==> src/rtl/snake_pkg.sv <==
// Shared types and helpers for the snake movement controller.
// No logic of its own; no latency.
// No flow control; types only.
package snake_pkg;

    localparam int X_W   = 6;
    localparam int Y_W   = 5;
    localparam int LEN_W = 5;
    localparam int IDX_W = 4;

    typedef enum logic [1:0] {
        UP    = 2'd0,
        RIGHT = 2'd1,
        DOWN  = 2'd2,
        LEFT  = 2'd3
    } dir_t;

    typedef enum logic [1:0] {
        IDLE,
        RUN,
        DEAD
    } state_t;

    // One grid cell occupied by a body segment.
    typedef struct packed {
        logic [X_W-1:0] x;
        logic [Y_W-1:0] y;
    } seg_t;

    // The encoding places opposite directions two apart, so flipping bit 1 reverses.
    function automatic dir_t opposite(input dir_t d);
        return dir_t'(d ^ 2'b10);
    endfunction

endpackage

==> src/rtl/snake_collide.sv <==
// Self-collision check of the candidate head cell against the live body.
// Latency: purely combinational.
// No flow control; result is valid whenever inputs are stable.
module snake_collide
    import snake_pkg::*;
#(
    parameter int MAX_LEN = 16
) (
    input  seg_t [MAX_LEN-1:0] seg_arr,
    input  logic [LEN_W-1:0]   length,
    input  logic               grow,
    input  seg_t               nxt,
    output logic               hit
);

    // The tail cell vacates on a plain step, so it only counts when growing.
    logic [LEN_W-1:0] lim;
    assign lim = grow ? length : (length - LEN_W'(1));

    // Compare against segments 1..lim-1; segment 0 is the current head and can never match.
    always_comb begin
        hit = 1'b0;
        for (int i = 1; i < MAX_LEN; i++) begin
            if ((LEN_W'(i) < lim) && (seg_arr[i] == nxt)) begin
                hit = 1'b1;
            end
        end
    end

endmodule

==> src/rtl/snake_motion_ctrl.sv <==
// Snake body/direction state machine advanced by the movement tick.
// Latency: a tick step commits in one cycle; new head visible the next cycle.
// No backpressure: ticks outside RUN are dropped, the read port is combinational.
module snake_motion_ctrl
    import snake_pkg::*;
#(
    parameter int GRID_W   = 40,
    parameter int GRID_H   = 30,
    parameter int MAX_LEN  = 16,
    parameter int INIT_LEN = 4
) (
    input  logic             clk,
    input  logic             reset,
    input  logic             update_clk,
    input  logic             start,
    input  logic [1:0]       dir_req,
    input  logic             dir_valid,
    input  logic [X_W-1:0]   food_x,
    input  logic [Y_W-1:0]   food_y,
    input  logic [IDX_W-1:0] rd_idx,
    output logic [X_W-1:0]   rd_x,
    output logic [Y_W-1:0]   rd_y,
    output logic             rd_valid,
    output logic [X_W-1:0]   head_x,
    output logic [Y_W-1:0]   head_y,
    output logic [LEN_W-1:0] length,
    output logic             ate_food,
    output logic             game_over
);

    state_t             state;
    seg_t [MAX_LEN-1:0] seg_q;
    dir_t               cur_dir;
    dir_t               pend_dir;
    logic [LEN_W-1:0]   len_q;

    seg_t nxt;
    logic wall;
    logic grow;
    logic self_hit;

    // Candidate head one cell along pend_dir; the wall test uses the pre-move position.
    always_comb begin
        nxt  = seg_q[0];
        wall = 1'b0;
        case (pend_dir)
            UP: begin
                wall  = (seg_q[0].y == '0);
                nxt.y = seg_q[0].y - Y_W'(1);
            end
            RIGHT: begin
                wall  = (seg_q[0].x == X_W'(GRID_W - 1));
                nxt.x = seg_q[0].x + X_W'(1);
            end
            DOWN: begin
                wall  = (seg_q[0].y == Y_W'(GRID_H - 1));
                nxt.y = seg_q[0].y + Y_W'(1);
            end
            LEFT: begin
                wall  = (seg_q[0].x == '0);
                nxt.x = seg_q[0].x - X_W'(1);
            end
            default: begin
                nxt  = seg_q[0];
                wall = 1'b0;
            end
        endcase
    end

    assign grow = (nxt.x == food_x) && (nxt.y == food_y);

    snake_collide #(
        .MAX_LEN (MAX_LEN)
    ) u_collide (
        .seg_arr (seg_q),
        .length  (len_q),
        .grow    (grow),
        .nxt     (nxt),
        .hit     (self_hit)
    );

    // Game FSM: start/step/death transitions, body shift, growth and direction latch.
    always_ff @(posedge clk) begin
        if (reset) begin
            state <= IDLE;
            for (int i = 0; i < MAX_LEN; i++) begin
                if (i < INIT_LEN) begin
                    seg_q[i].x <= X_W'(GRID_W / 2 - i);
                    seg_q[i].y <= Y_W'(GRID_H / 2);
                end else begin
                    seg_q[i] <= '0;
                end
            end
            cur_dir   <= RIGHT;
            pend_dir  <= RIGHT;
            len_q     <= LEN_W'(INIT_LEN);
            ate_food  <= 1'b0;
            game_over <= 1'b0;
        end else begin
            ate_food <= 1'b0;
            case (state)
                IDLE: begin
                    if (start) begin
                        state <= RUN;
                    end
                end
                RUN: begin
                    if (update_clk) begin
                        if (wall || self_hit) begin
                            state     <= DEAD;
                            game_over <= 1'b1;
                        end else begin
                            seg_q    <= {seg_q[MAX_LEN-2:0], nxt};
                            cur_dir  <= pend_dir;
                            ate_food <= grow;
                            if (grow && (len_q < LEN_W'(MAX_LEN))) begin
                                len_q <= len_q + LEN_W'(1);
                            end
                        end
                    end
                    // Compared against the direction in effect before this cycle's step.
                    if (dir_valid && (dir_t'(dir_req) != opposite(cur_dir))) begin
                        pend_dir <= dir_t'(dir_req);
                    end
                end
                DEAD: begin
                    game_over <= 1'b1;
                end
                default: begin
                    state <= IDLE;
                end
            endcase
        end
    end

    assign head_x   = seg_q[0].x;
    assign head_y   = seg_q[0].y;
    assign length   = len_q;
    assign rd_x     = seg_q[rd_idx].x;
    assign rd_y     = seg_q[rd_idx].y;
    assign rd_valid = ({1'b0, rd_idx} < len_q);

endmodule
==> config.mk <==
export PLATFORM = sky130hd
export DESIGN_NAME = snake_motion_ctrl
export DESIGN_NICKNAME = d
export VERILOG_FILES = /design/src/rtl/snake_pkg.sv /design/src/rtl/snake_collide.sv /design/src/rtl/snake_motion_ctrl.sv
export SDC_FILE = /design/constraint.sdc
export NUM_CORES = 1
export LEC_CHECK = 0
export ABC_AREA = 1
export CORE_MARGIN = 5
export CORE_UTILIZATION = 56
export CTS_CLUSTER_SIZE = 14
export DETAILED_ROUTE_END_ITERATION = 16
export PLACE_DENSITY = 0.8
export SETUP_SLACK_MARGIN = 0.1
export SLEW_MARGIN = 20
export SYNTH_ARGS = -nofsm -noshare
export SYNTH_HDL_FRONTEND = slang
export SYNTH_SLANG_ARGS = --single-unit
==> constraint.sdc <==
create_clock -name clk -period 4.31 [get_ports clk]
set_clock_uncertainty 0.05 [all_clocks]
set_input_delay 1.293 -clock clk [delete_from_list [all_inputs] [get_ports clk]]
set_output_delay 1.293 -clock clk [all_outputs]
set_load 0.005 [all_outputs]
== Yosys cells after proc, flatten, opt, wreduce, memory -nomap -nowiden ==
Cells that the tools add are included.

* $add $sub $neg: 6
* Multiply operators: 0
* Div/mod/pow operators: 0
* Order comparisons: 18
* Equal/unequal tests: 28
* Shift-type cells: 0
* Muxes and demuxes: 28
* Bitwise logic cells: 5
* Reductions and logical operators: 30

{| class="wikitable"
|+ Operators by type and width
! operator !! number
|-
| $eq 11x11->1 || 15
|-
| $bmux 11 s4 || 1
|-
| $lt 4x5->1 const A || 8
|-
| $lt 3x5->1 const A || 4
|-
| $logic_and 1x1->1 || 18
|-
| $mux 1 || 17
|-
| $pmux 6 s2 || 1
|-
| $mux 11 || 1
|-
| $add 5x1->5 const B || 2
|-
| $lt 2x5->1 const A || 2
|-
| $pmux 5 s2 || 1
|-
| $sub 5x1->5 const B || 2
|-
| $reduce_and 4->1 || 2
|-
| $add 6x1->6 const B || 1
|-
| $eq 2x2->1 const B || 3
|-
| $eq 6x6->1 || 1
|-
| $eq 6x6->1 const B || 1
|-
| $logic_not 6->1 || 1
|-
| $mux 2 || 3
|-
| $ne 2x2->1 const B || 3
|-
| $pmux 2 s3 || 1
|-
| $reduce_and 3->1 || 2
|-
| $sub 6x1->6 const B || 1
|-
| $eq 5x5->1 || 1
|-
| other kinds (17) || 23
|}

* Flip-flop bits (word level): 189
* Bits in latches: 0
* Bits in writable memories: 0
* ROM bits: 0
* Bits of input ports: 22
* Output and inout port bits: 30
* Memories kept: 0

== Logic depth before layout (Yosys ltp) ==
Gate-level depths: netlist (run 1).

* Depth in word-level cells: 26
* Gate-level depth with buffers: 33
* Mapped depth without buffers: 31

== Modules after synthesis ==
Synthesis (run 1) repeated with hierarchy kept, for this count alone.

* Cell total of the unflattened synthesis: 1,786
* Area total of the unflattened synthesis: 11,738.8 um^2

{| class="wikitable"
|+ Modules (own cells, without submodules)
! module !! instances !! cells an instance !! area an instance (um^2) !! sequential area each (um^2)
|-
| snake_motion_ctrl || 1 || 1,258 || 8,964.8 || 3,783.6
|-
| snake_collide || 1 || 528 || 2,773.9 || 0.0
|}

== Worst setup path after synthesis (run 1) ==
Ideal clock, no wire load.

* Kind: reg-to-reg
* Start: register pend_dir[0]
* End: register seg_q[132] (netlist name)
* Library setup time: 114 ps
* Arrival: 3,925 ps
* Required time: 4,146 ps
* Path slack: 221 ps
* Stages on the path, launching flop included: 30
* Path through: dfxtp_1 buf_4 buf_2 nor2_1 inv_1 ha_1 a21oi_1 nand2_1 nand2_1 nand4_1 nand2_2 nand2_1 nand2_1 nand2_1 nor2_1 nand4_1 nand2_2 nand2_4 nor2_2 nand2_1 nand2_1 nand2_1 nor2_1 nand2_1 nor2_4 nand2_4 buf_2 clkbuf_1 o21ai_1 nor2_1

* Cells in the longest elaborated chain, start to end: 25
* Elaborated cells on any way between the ends: 74
* Those cells by class: 15 x order compare; 20 x eq/ne; 19 x mux; 1 x bitwise; 19 x reduce/logical

{| class="wikitable"
|+ Ends and longest elaborated chain
! what !! line !! source
|-
| from (decl) || snake_motion_ctrl.sv:34 || <nowiki>dir_t pend_dir;</nowiki>
|-
| from (signal assigned) || snake_motion_ctrl.sv:123 || <nowiki>pend_dir <= dir_t'(dir_req);</nowiki>
|-
| $eq 2x2->1, or another cell as far along || snake_motion_ctrl.sv:46 || <nowiki>case (pend_dir)</nowiki>
|-
| $pmux 6 s2 / $pmux 5 s2 (equally long branches) || snake_motion_ctrl.sv:46 ||
|-
| $eq 6x6->1 / $eq 5x5->1 (equally long branches) || snake_motion_ctrl.sv:70 || <nowiki>assign grow = (nxt.x == food_x) && (nxt.y == food_y);</nowiki>
|-
| $logic_and 1x1->1 || snake_motion_ctrl.sv:70 ||
|-
| $mux 5 || snake_collide.sv:18 || <nowiki>assign lim = grow ? length : (length - LEN_W'(1));</nowiki>
|-
| $lt 1x5->1 || snake_collide.sv:24 || <nowiki>if ((LEN_W'(i) < lim) && (seg_arr[i] == nxt)) begin</nowiki>
|-
| $logic_and 1x1->1 || snake_collide.sv:24 ||
|-
| $mux 1 (15 in a row) || snake_collide.sv:24 ||
|-
| $logic_or 1x1->1 * || snake_motion_ctrl.sv:109 || <nowiki>if (wall || self_hit) begin</nowiki>
|-
| $not 1->1 (no line) * || -- ||
|-
| $reduce_and 3->1 (no line) * || -- ||
|-
| to (signal assigned) || snake_motion_ctrl.sv:113 || <nowiki>seg_q <= {seg_q[MAX_LEN-2:0], nxt};</nowiki>
|-
| to (decl) || snake_motion_ctrl.sv:32 || <nowiki>seg_t [MAX_LEN-1:0] seg_q;</nowiki>
|}

Mark *: on every way between the ends. The rest lies on a longest branch, timed or not.
A chain may end at the register's enable or synchronous reset.

== Final worst setup path (run 1) ==
* Start: input rd_idx[3]
* End: output rd_y[3]

* Cells in the longest elaborated chain, start to end: 2

{| class="wikitable"
|+ Ends and longest elaborated chain
! what !! line !! source
|-
| from (decl) || snake_motion_ctrl.sv:20 || <nowiki>input logic [IDX_W-1:0] rd_idx,</nowiki>
|-
| $bmux 11 s4 || snake_motion_ctrl.sv:140 || <nowiki>assign rd_y = seg_q[rd_idx].y;</nowiki>
|-
| $mux 11 (implied by the code) || snake_motion_ctrl.sv:140 ||
|-
| to (decl) || snake_motion_ctrl.sv:22 || <nowiki>output logic [Y_W-1:0] rd_y,</nowiki>
|}

Every way passes these cells. The select of a mux whose other input is x is not followed.

==> results of run 1 <==
==> worst paths after layout <==
path / startpoint / end / slack [ns] / cells after the start
worst max-delay path: rd_idx[3] / rd_y[3] / 0.12 / 6
worst min register to register: seg_q[17]$_SDFFE_PP1P_ / seg_q[17]$_SDFFE_PP1P_ / 0.43 / 2
worst max register to register: pend_dir[1]$_SDFFE_PP0P_ / seg_q[70]$_SDFFE_PP0P_ / 0.28 / 24
worst min-delay path: seg_q[17]$_SDFFE_PP1P_ / seg_q[17]$_SDFFE_PP1P_ / 0.43 / 2
==> layer usage <==
| layer | share of wire (%) | global-route usage (%) |
|---|---|---|
| met5 | 0 | 0 |
| met1 | 42 | 40.26 |
| met2 | 46 | 48.06 |
| met3 | 8.3 | 4.466 |
| met4 | 3.7 | 12.67 |
==> what timing repair did <==
action,4_1_cts,5_1_grt
gates resized for setup,11,78
cloned,1,3
setup buffers,0,6
setup endpoints to repair,185,196
pin swaps,3,12
==> power breakdown <==
group | switching (mW) | leakage, nW | internal [mW]
Clock | 0.774 | 0.310 | 0.956
Sequential | 0.137 | 1.55 | 1.86
Combinational | 0.771 | 4.27 | 0.517
==> logic make-up (layout without fill, tap and decap cells) <==
group | after synthesis | in the layout
AOI/OAI and AO/OA | 413 | 413
DFF | 189 | 189
buffers and inverters | 279 | 348
adders and majority gates | 10 | 10
and+or+nand+nor | 824 | 824
xor gates and xnor gates | 110 | 110
muxes | 15 | 15
==> per-stage QoR <==
step	cell area (um2)	hold WS [ns]	setup WS, ns
after detailed placement	13160	0.4147	-0.2179
after global routing	14180	0.4512	-0.001903
after CTS	13840	0.4341	0.07476
final	14180	0.4317	0.1176
after global placement	13160	0.4081	-0.1458
after floorplan	11910	0.3959	0.2211
==> cell usage in the layout, fill, tap and decap left out, types with 19 or more instances in the layout <==
cell and count:
clkdlybuf4s50_1 44, nand3_1 82, xor2_1 91, o21ai_1 64, dfxtp_1 187, o21ai_0 187
buf_12 21, o211ai_1 43, nor2_1 368, a21oi_1 87, nor3_1 20, nand2_1 267
clkbuf_16 20, inv_1 146, xnor2_1 19, nand4_1 29, buf_4 76
==> worst max-delay path, delay by kind of cell <==
| kind | cells | cell delay (ns) |
|---|---|---|
| buffers and inverters | 4 | 1.28 |
| and+or+nand+nor | 1 | 0.13 |
| AOI/OAI and AO/OA | 1 | 0.14 |
==> cells in the mapped netlist, types with 2 or more instances <==
| library cell | n |
|---|---|
| xor2_1 | 91 |
| buf_6 | 8 |
| clkbuf_1 | 68 |
| o21bai_1 | 2 |
| nand4_1 | 29 |
| nor2_2 | 3 |
| nor2_1 | 376 |
| clkinv_1 | 2 |
| nand3_1 | 84 |
| o21ai_0 | 206 |
| o221ai_1 | 12 |
| a31oi_1 | 2 |
| nand3_2 | 2 |
| mux2i_1 | 15 |
| or2_2 | 8 |
| o2111ai_1 | 2 |
| o21ai_1 | 46 |
| nand2_2 | 4 |
| nor3_1 | 23 |
| nor4_1 | 13 |
| ha_1 | 9 |
| buf_4 | 12 |
| inv_1 | 150 |
| o22ai_1 | 4 |
| inv_2 | 2 |
| buf_1 | 7 |
| nand3b_1 | 2 |
| o211ai_1 | 43 |
| dfxtp_1 | 189 |
| a21oi_1 | 91 |
| buf_2 | 29 |
| nand2_1 | 273 |
| nor3b_1 | 2 |
| xnor2_1 | 19 |
| nand2_4 | 4 |
==> flip-flops by register name, summed over array words and instances (netlist names) <==
name / count
ate_food: 1
cur_dir: 2
game_over: 1
head_x: 6
head_y: 5
length: 5
pend_dir: 2
seg_q: 165
state: 2
==> layout make-up <==
cell class | instances | area [um2]
inverters | 155 | 593.1
fillers | 1857 | 6774
repair buffers | 161 | 1727
multi-input cells | 1372 | 7094
well taps | 275 | 344.1
flip-flops and latches | 189 | 3789
clock inverters | 14 | 195.2
clock buffers | 18 | 439.2
==> out/metrics.yaml, run 1 <==
outcome: "completed"
layout_min_cycle_time_ns: 4.192
cts_max_level: 4
synth_area_leaders: "dfxtp_1 32%, nor2_1 12%, o21ai_0 8.7%"
synth_fa_ha_area_share_pct: 1.114
die_y_um: 155.8
drt-initial-drc-count: 1733
critPathSlowestCell: "clkdlybuf4s50_1"
synth-edff-count: 0
worstPathCellList: "clkdlybuf4s50_1 -> buf_4 -> buf_6 -> o221ai_1 -> nand2_2 -> clkdlybuf4s50_1"
synth_cell_types: 43
dieArea_mm2: 0.02428
synth_xor_area_share_pct: 8.089
dr.pass1.iters: 6
dpl.hpwl_um: 25790
area_growth_pct: 19.07
synth-simple-area-share_pct: 28.84
vias: 12770
start_util_pct: 56.84
ios: 52
drive_gt1_share_pct: 10.79
clock_latency_ns: 0.44
synth_ff_type: "dfxtp_1"
worst_pin_slew_ns: 0.6509
hold_buffers: 0
cts_tree: "done"
synthMuxAreaShare_pct: 1.261
clkSinkCount: 189
tns_ns: 0
antenna_found_initial: 0
synth_top_family_by_area: "simple AND/OR/NAND/NOR gates"
yosysSeqAreaShare_pct: 31.77
crit_path_max_fanout: 7
start_kind: "input port"
holdCritPathClass: "flop to flop"
synth_area_mm2: 0.01191
core_mm2: 0.02096
fmax_mhz: 238.5
max_stage_delay_ns: 0.51
synth_warnings: 0
grt_pass1_wl_um: 59130
post-route-drc-count: 0
power_mw: 5.020
synth-seq-cells: 189
stdcell_count: 2184
via_per_inst: 5.845
fp-row-count: 53
clk_path_buf_depth: 2
crit_required_ns: 2.97
hold_viol: 0
synthesis.nets: 1872
layout.nets: 1928
root_buffer: "clkbuf_16"
grt_pass1_vias: 11630
grtUsageTotal_pct: 29.92
avgSynthCellArea_um2: 6.473
crit_top_cell: "clkdlybuf4s50_1"
gp_congestion: 0.9110
syn_inst: 1840
critPathCaptureType: "output port"
io_buffers: 51
final_max_slew_viol_count: 0
setup_viol: 0
clk_pin_slew_ns: 0.08
gr-total-overflow: 0
cap_violations: 0
grt_max_degree: 62
routed_wl_um: 37640
antenna_left: 0
diodes: 0
yosys.area.top_type: "dfxtp_1"
cts_buffers: 17
async_flop_share_pct: 0
p_leak_nw: 6.130
arrival_ns: 2.85
die_w_um: 155.8
cellPowerDensity_mw_per_mm2: 354.0
utilization_pct: 67.67
crit_type: "input port to output port"
rsz0062_at_grt: "yes"
post-place-cells: 2142
maxSlewHeadroom_pct: 56.61
synth_top_area_share_pct: 31.77
avgRoutedWirePerCell_um: 17.24
finalCritPeriodShare_pct: 97.27
synth_compound_area_share_pct: 18.94
irDropWorstVdd_v: 0.0002263
Power figures use the tool's default switching activity.
==> run 2: changes to the inputs <==
--- a/config.mk
+++ b/config.mk
@@ -10,7 +10,7 @@
 export CORE_UTILIZATION = 56
 export CTS_CLUSTER_SIZE = 14
 export DETAILED_ROUTE_END_ITERATION = 16
-export PLACE_DENSITY = 0.8
+export PLACE_DENSITY = 0.77
 export SETUP_SLACK_MARGIN = 0.1
 export SLEW_MARGIN = 20
 export SYNTH_ARGS = -nofsm -noshare
==> run 2 against run 1 <==
  * Global-route usage shrank 0.87 points
  * Largest power group unchanged
  * Combinational power is essentially flat
  * Die area is the same
  * Worst setup slack gained 0.0011 ns
  * Critical path depth grew 2
  * Non-clock buffer count grew 5
  * First-iteration DRC count shrank 9.5%
  * Highest routed layer unchanged
  * Maximum frequency is essentially flat
==> out/metrics.yaml, run 2 (synthesized netlist as in run 1, its figures left out) <==
outcome: "completed"
crit_path_max_fanout: 15
critPathSlowestCell: "clkdlybuf4s50_1"
crit_type: "input port to output port"
grtUsageTotal_pct: 29.06
drt-initial-drc-count: 1568
worstPathCellList: "buf_12 -> buf_12 -> buf_4 -> o21ai_0 -> nand2_1 -> o221ai_1 -> nand2_1 -> clkdlybuf4s50_1"
clock_latency_ns: 0.44
hold_viol: 0
n_fill_cell: 1808
cap_violations: 0
setup_viol: 0
worst_pin_slew_ns: 0.4737
cellPowerDensity_mw_per_mm2: 343.0
area_growth_pct: 20.52
cts_buffers: 17
finalCritPeriodShare_pct: 97.25
root_buffer: "clkbuf_16"
clk_path_buf_depth: 2
grt_pass1_vias: 11160
post-route-drc-count: 0
largest_reg_flops: 165
die_y_um: 155.8
maxSlewHeadroom_pct: 68.30
avgRoutedWirePerCell_um: 17.38
arrival_ns: 2.85
irDropWorstVdd_v: 0.0002326
grt_max_degree: 79
mostFrequentLayoutCells: "364 x nor2_1, 267 x nand2_1, 187 x dfxtp_1"
vias: 12760
final_max_slew_viol_count: 0
antenna_left: 0
routed_wl_um: 38050
register_area_mm2: 0.003789
regMostFlops: "seg_q"
fp-row-count: 53
layout_min_cycle_time_ns: 4.191
p_leak_nw: 6.239
drive_gt1_share_pct: 11.39
die_w_um: 155.8
cts_max_level: 4
via_per_inst: 5.827
gr-total-overflow: 0
gp_congestion: 0.9058
final_common_cell: "nor2_1"
tns_ns: 0
holdCritPathClass: "flop to flop"
io_buffers: 51
clk_pin_slew_ns: 0.08
core_mm2: 0.02096
dpl.hpwl_um: 25250
rsz0062_at_grt: "yes"
clkSinkCount: 189
antenna_found_initial: 0
grt_pass1_wl_um: 57530
ios: 52
fmax_mhz: 238.6
cts_tree: "done"
start_util_pct: 56.84
multi_input_area_mm2: 0.007131
dr.pass1.iters: 6
critPathCaptureType: "output port"
dieArea_mm2: 0.02428
post-place-cells: 2138
start_kind: "input port"
layout.nets: 1933
max_stage_delay_ns: 0.46
stdcell_count: 2189
hold_buffers: 0
crit_required_ns: 2.97
diodes: 0
-- run 2: power by group --
group,internal [mW],switching (mW),total [mW]
combinational,0.515,0.775,1.29
sequential,1.86,0.140,2.00
clock,0.830,0.798,1.63
-- run 2: critical path, delay by kind of cell --
kind / cells / cell delay (ns)
AO/OA/AOI/OAI: 2 / 0.42
buffers and inverters: 4 / 0.90
AND/OR/NAND/NOR: 2 / 0.21
-- run 2: worst paths after layout --
path         cells past startpoint                     end                      from  slack (ns)
max                              8                 rd_x[0]                 rd_idx[0]        0.12
min reg2reg                      1   state[0]$_SDFFE_PP0P_     state[1]$_SDFFE_PP0P_        0.43
max reg2reg                     24  seg_q[93]$_SDFFE_PP0P_  pend_dir[1]$_SDFFE_PP0P_        0.19
min                              1   state[0]$_SDFFE_PP0P_     state[1]$_SDFFE_PP0P_        0.43
-- run 2: timing repair --
action / CTS / global route
cloned: 1 / 8
buffers inserted: 0 / 10
pin swaps: 4 / 19
endpoints found under the setup margin: 190 / 196
gates resized for setup: 19 / 105
-- run 2: final cells by class --
class | instances | area share (%)
Clock buffer | 17 | 2.964
Clock inverter | 15 | 1.203
Inverter | 155 | 4.236
Multi-Input combinational cell | 1372 | 49.68
Sequential cell | 189 | 26.39
Tap cell | 275 | 2.397
Timing Repair Buffer | 166 | 13.13
-- run 2: layer usage --
metal  vias up  track usage, %  wire length [um]  part of all wire (%)
li1       6152               -                 -                     -
met1      5876           41.32             16350                    43
met2       632           44.88             16920                    44
met3        95           4.771              3540                   9.3
met4         0           9.879              1239                   3.3
met5         -               0                 0                     0
-- run 2: metrics by stage --
step	worst slack [ns]	total power, mW	instance area [um2]	util, %	hold WS [ns]
2_1_floorplan	0.2211	2.817	11910	-	0.3959
3_3_place_gp	-0.3130	3.177	13100	62.50	0.4082
3_5_place_dp	-0.3387	3.203	13100	62.50	0.4176
4_1_cts	0.1042	4.825	13780	65.75	0.4333
5_1_grt	0.02498	5.143	14350	68.50	0.4650
6_report	0.1187	4.923	14350	68.50	0.4329
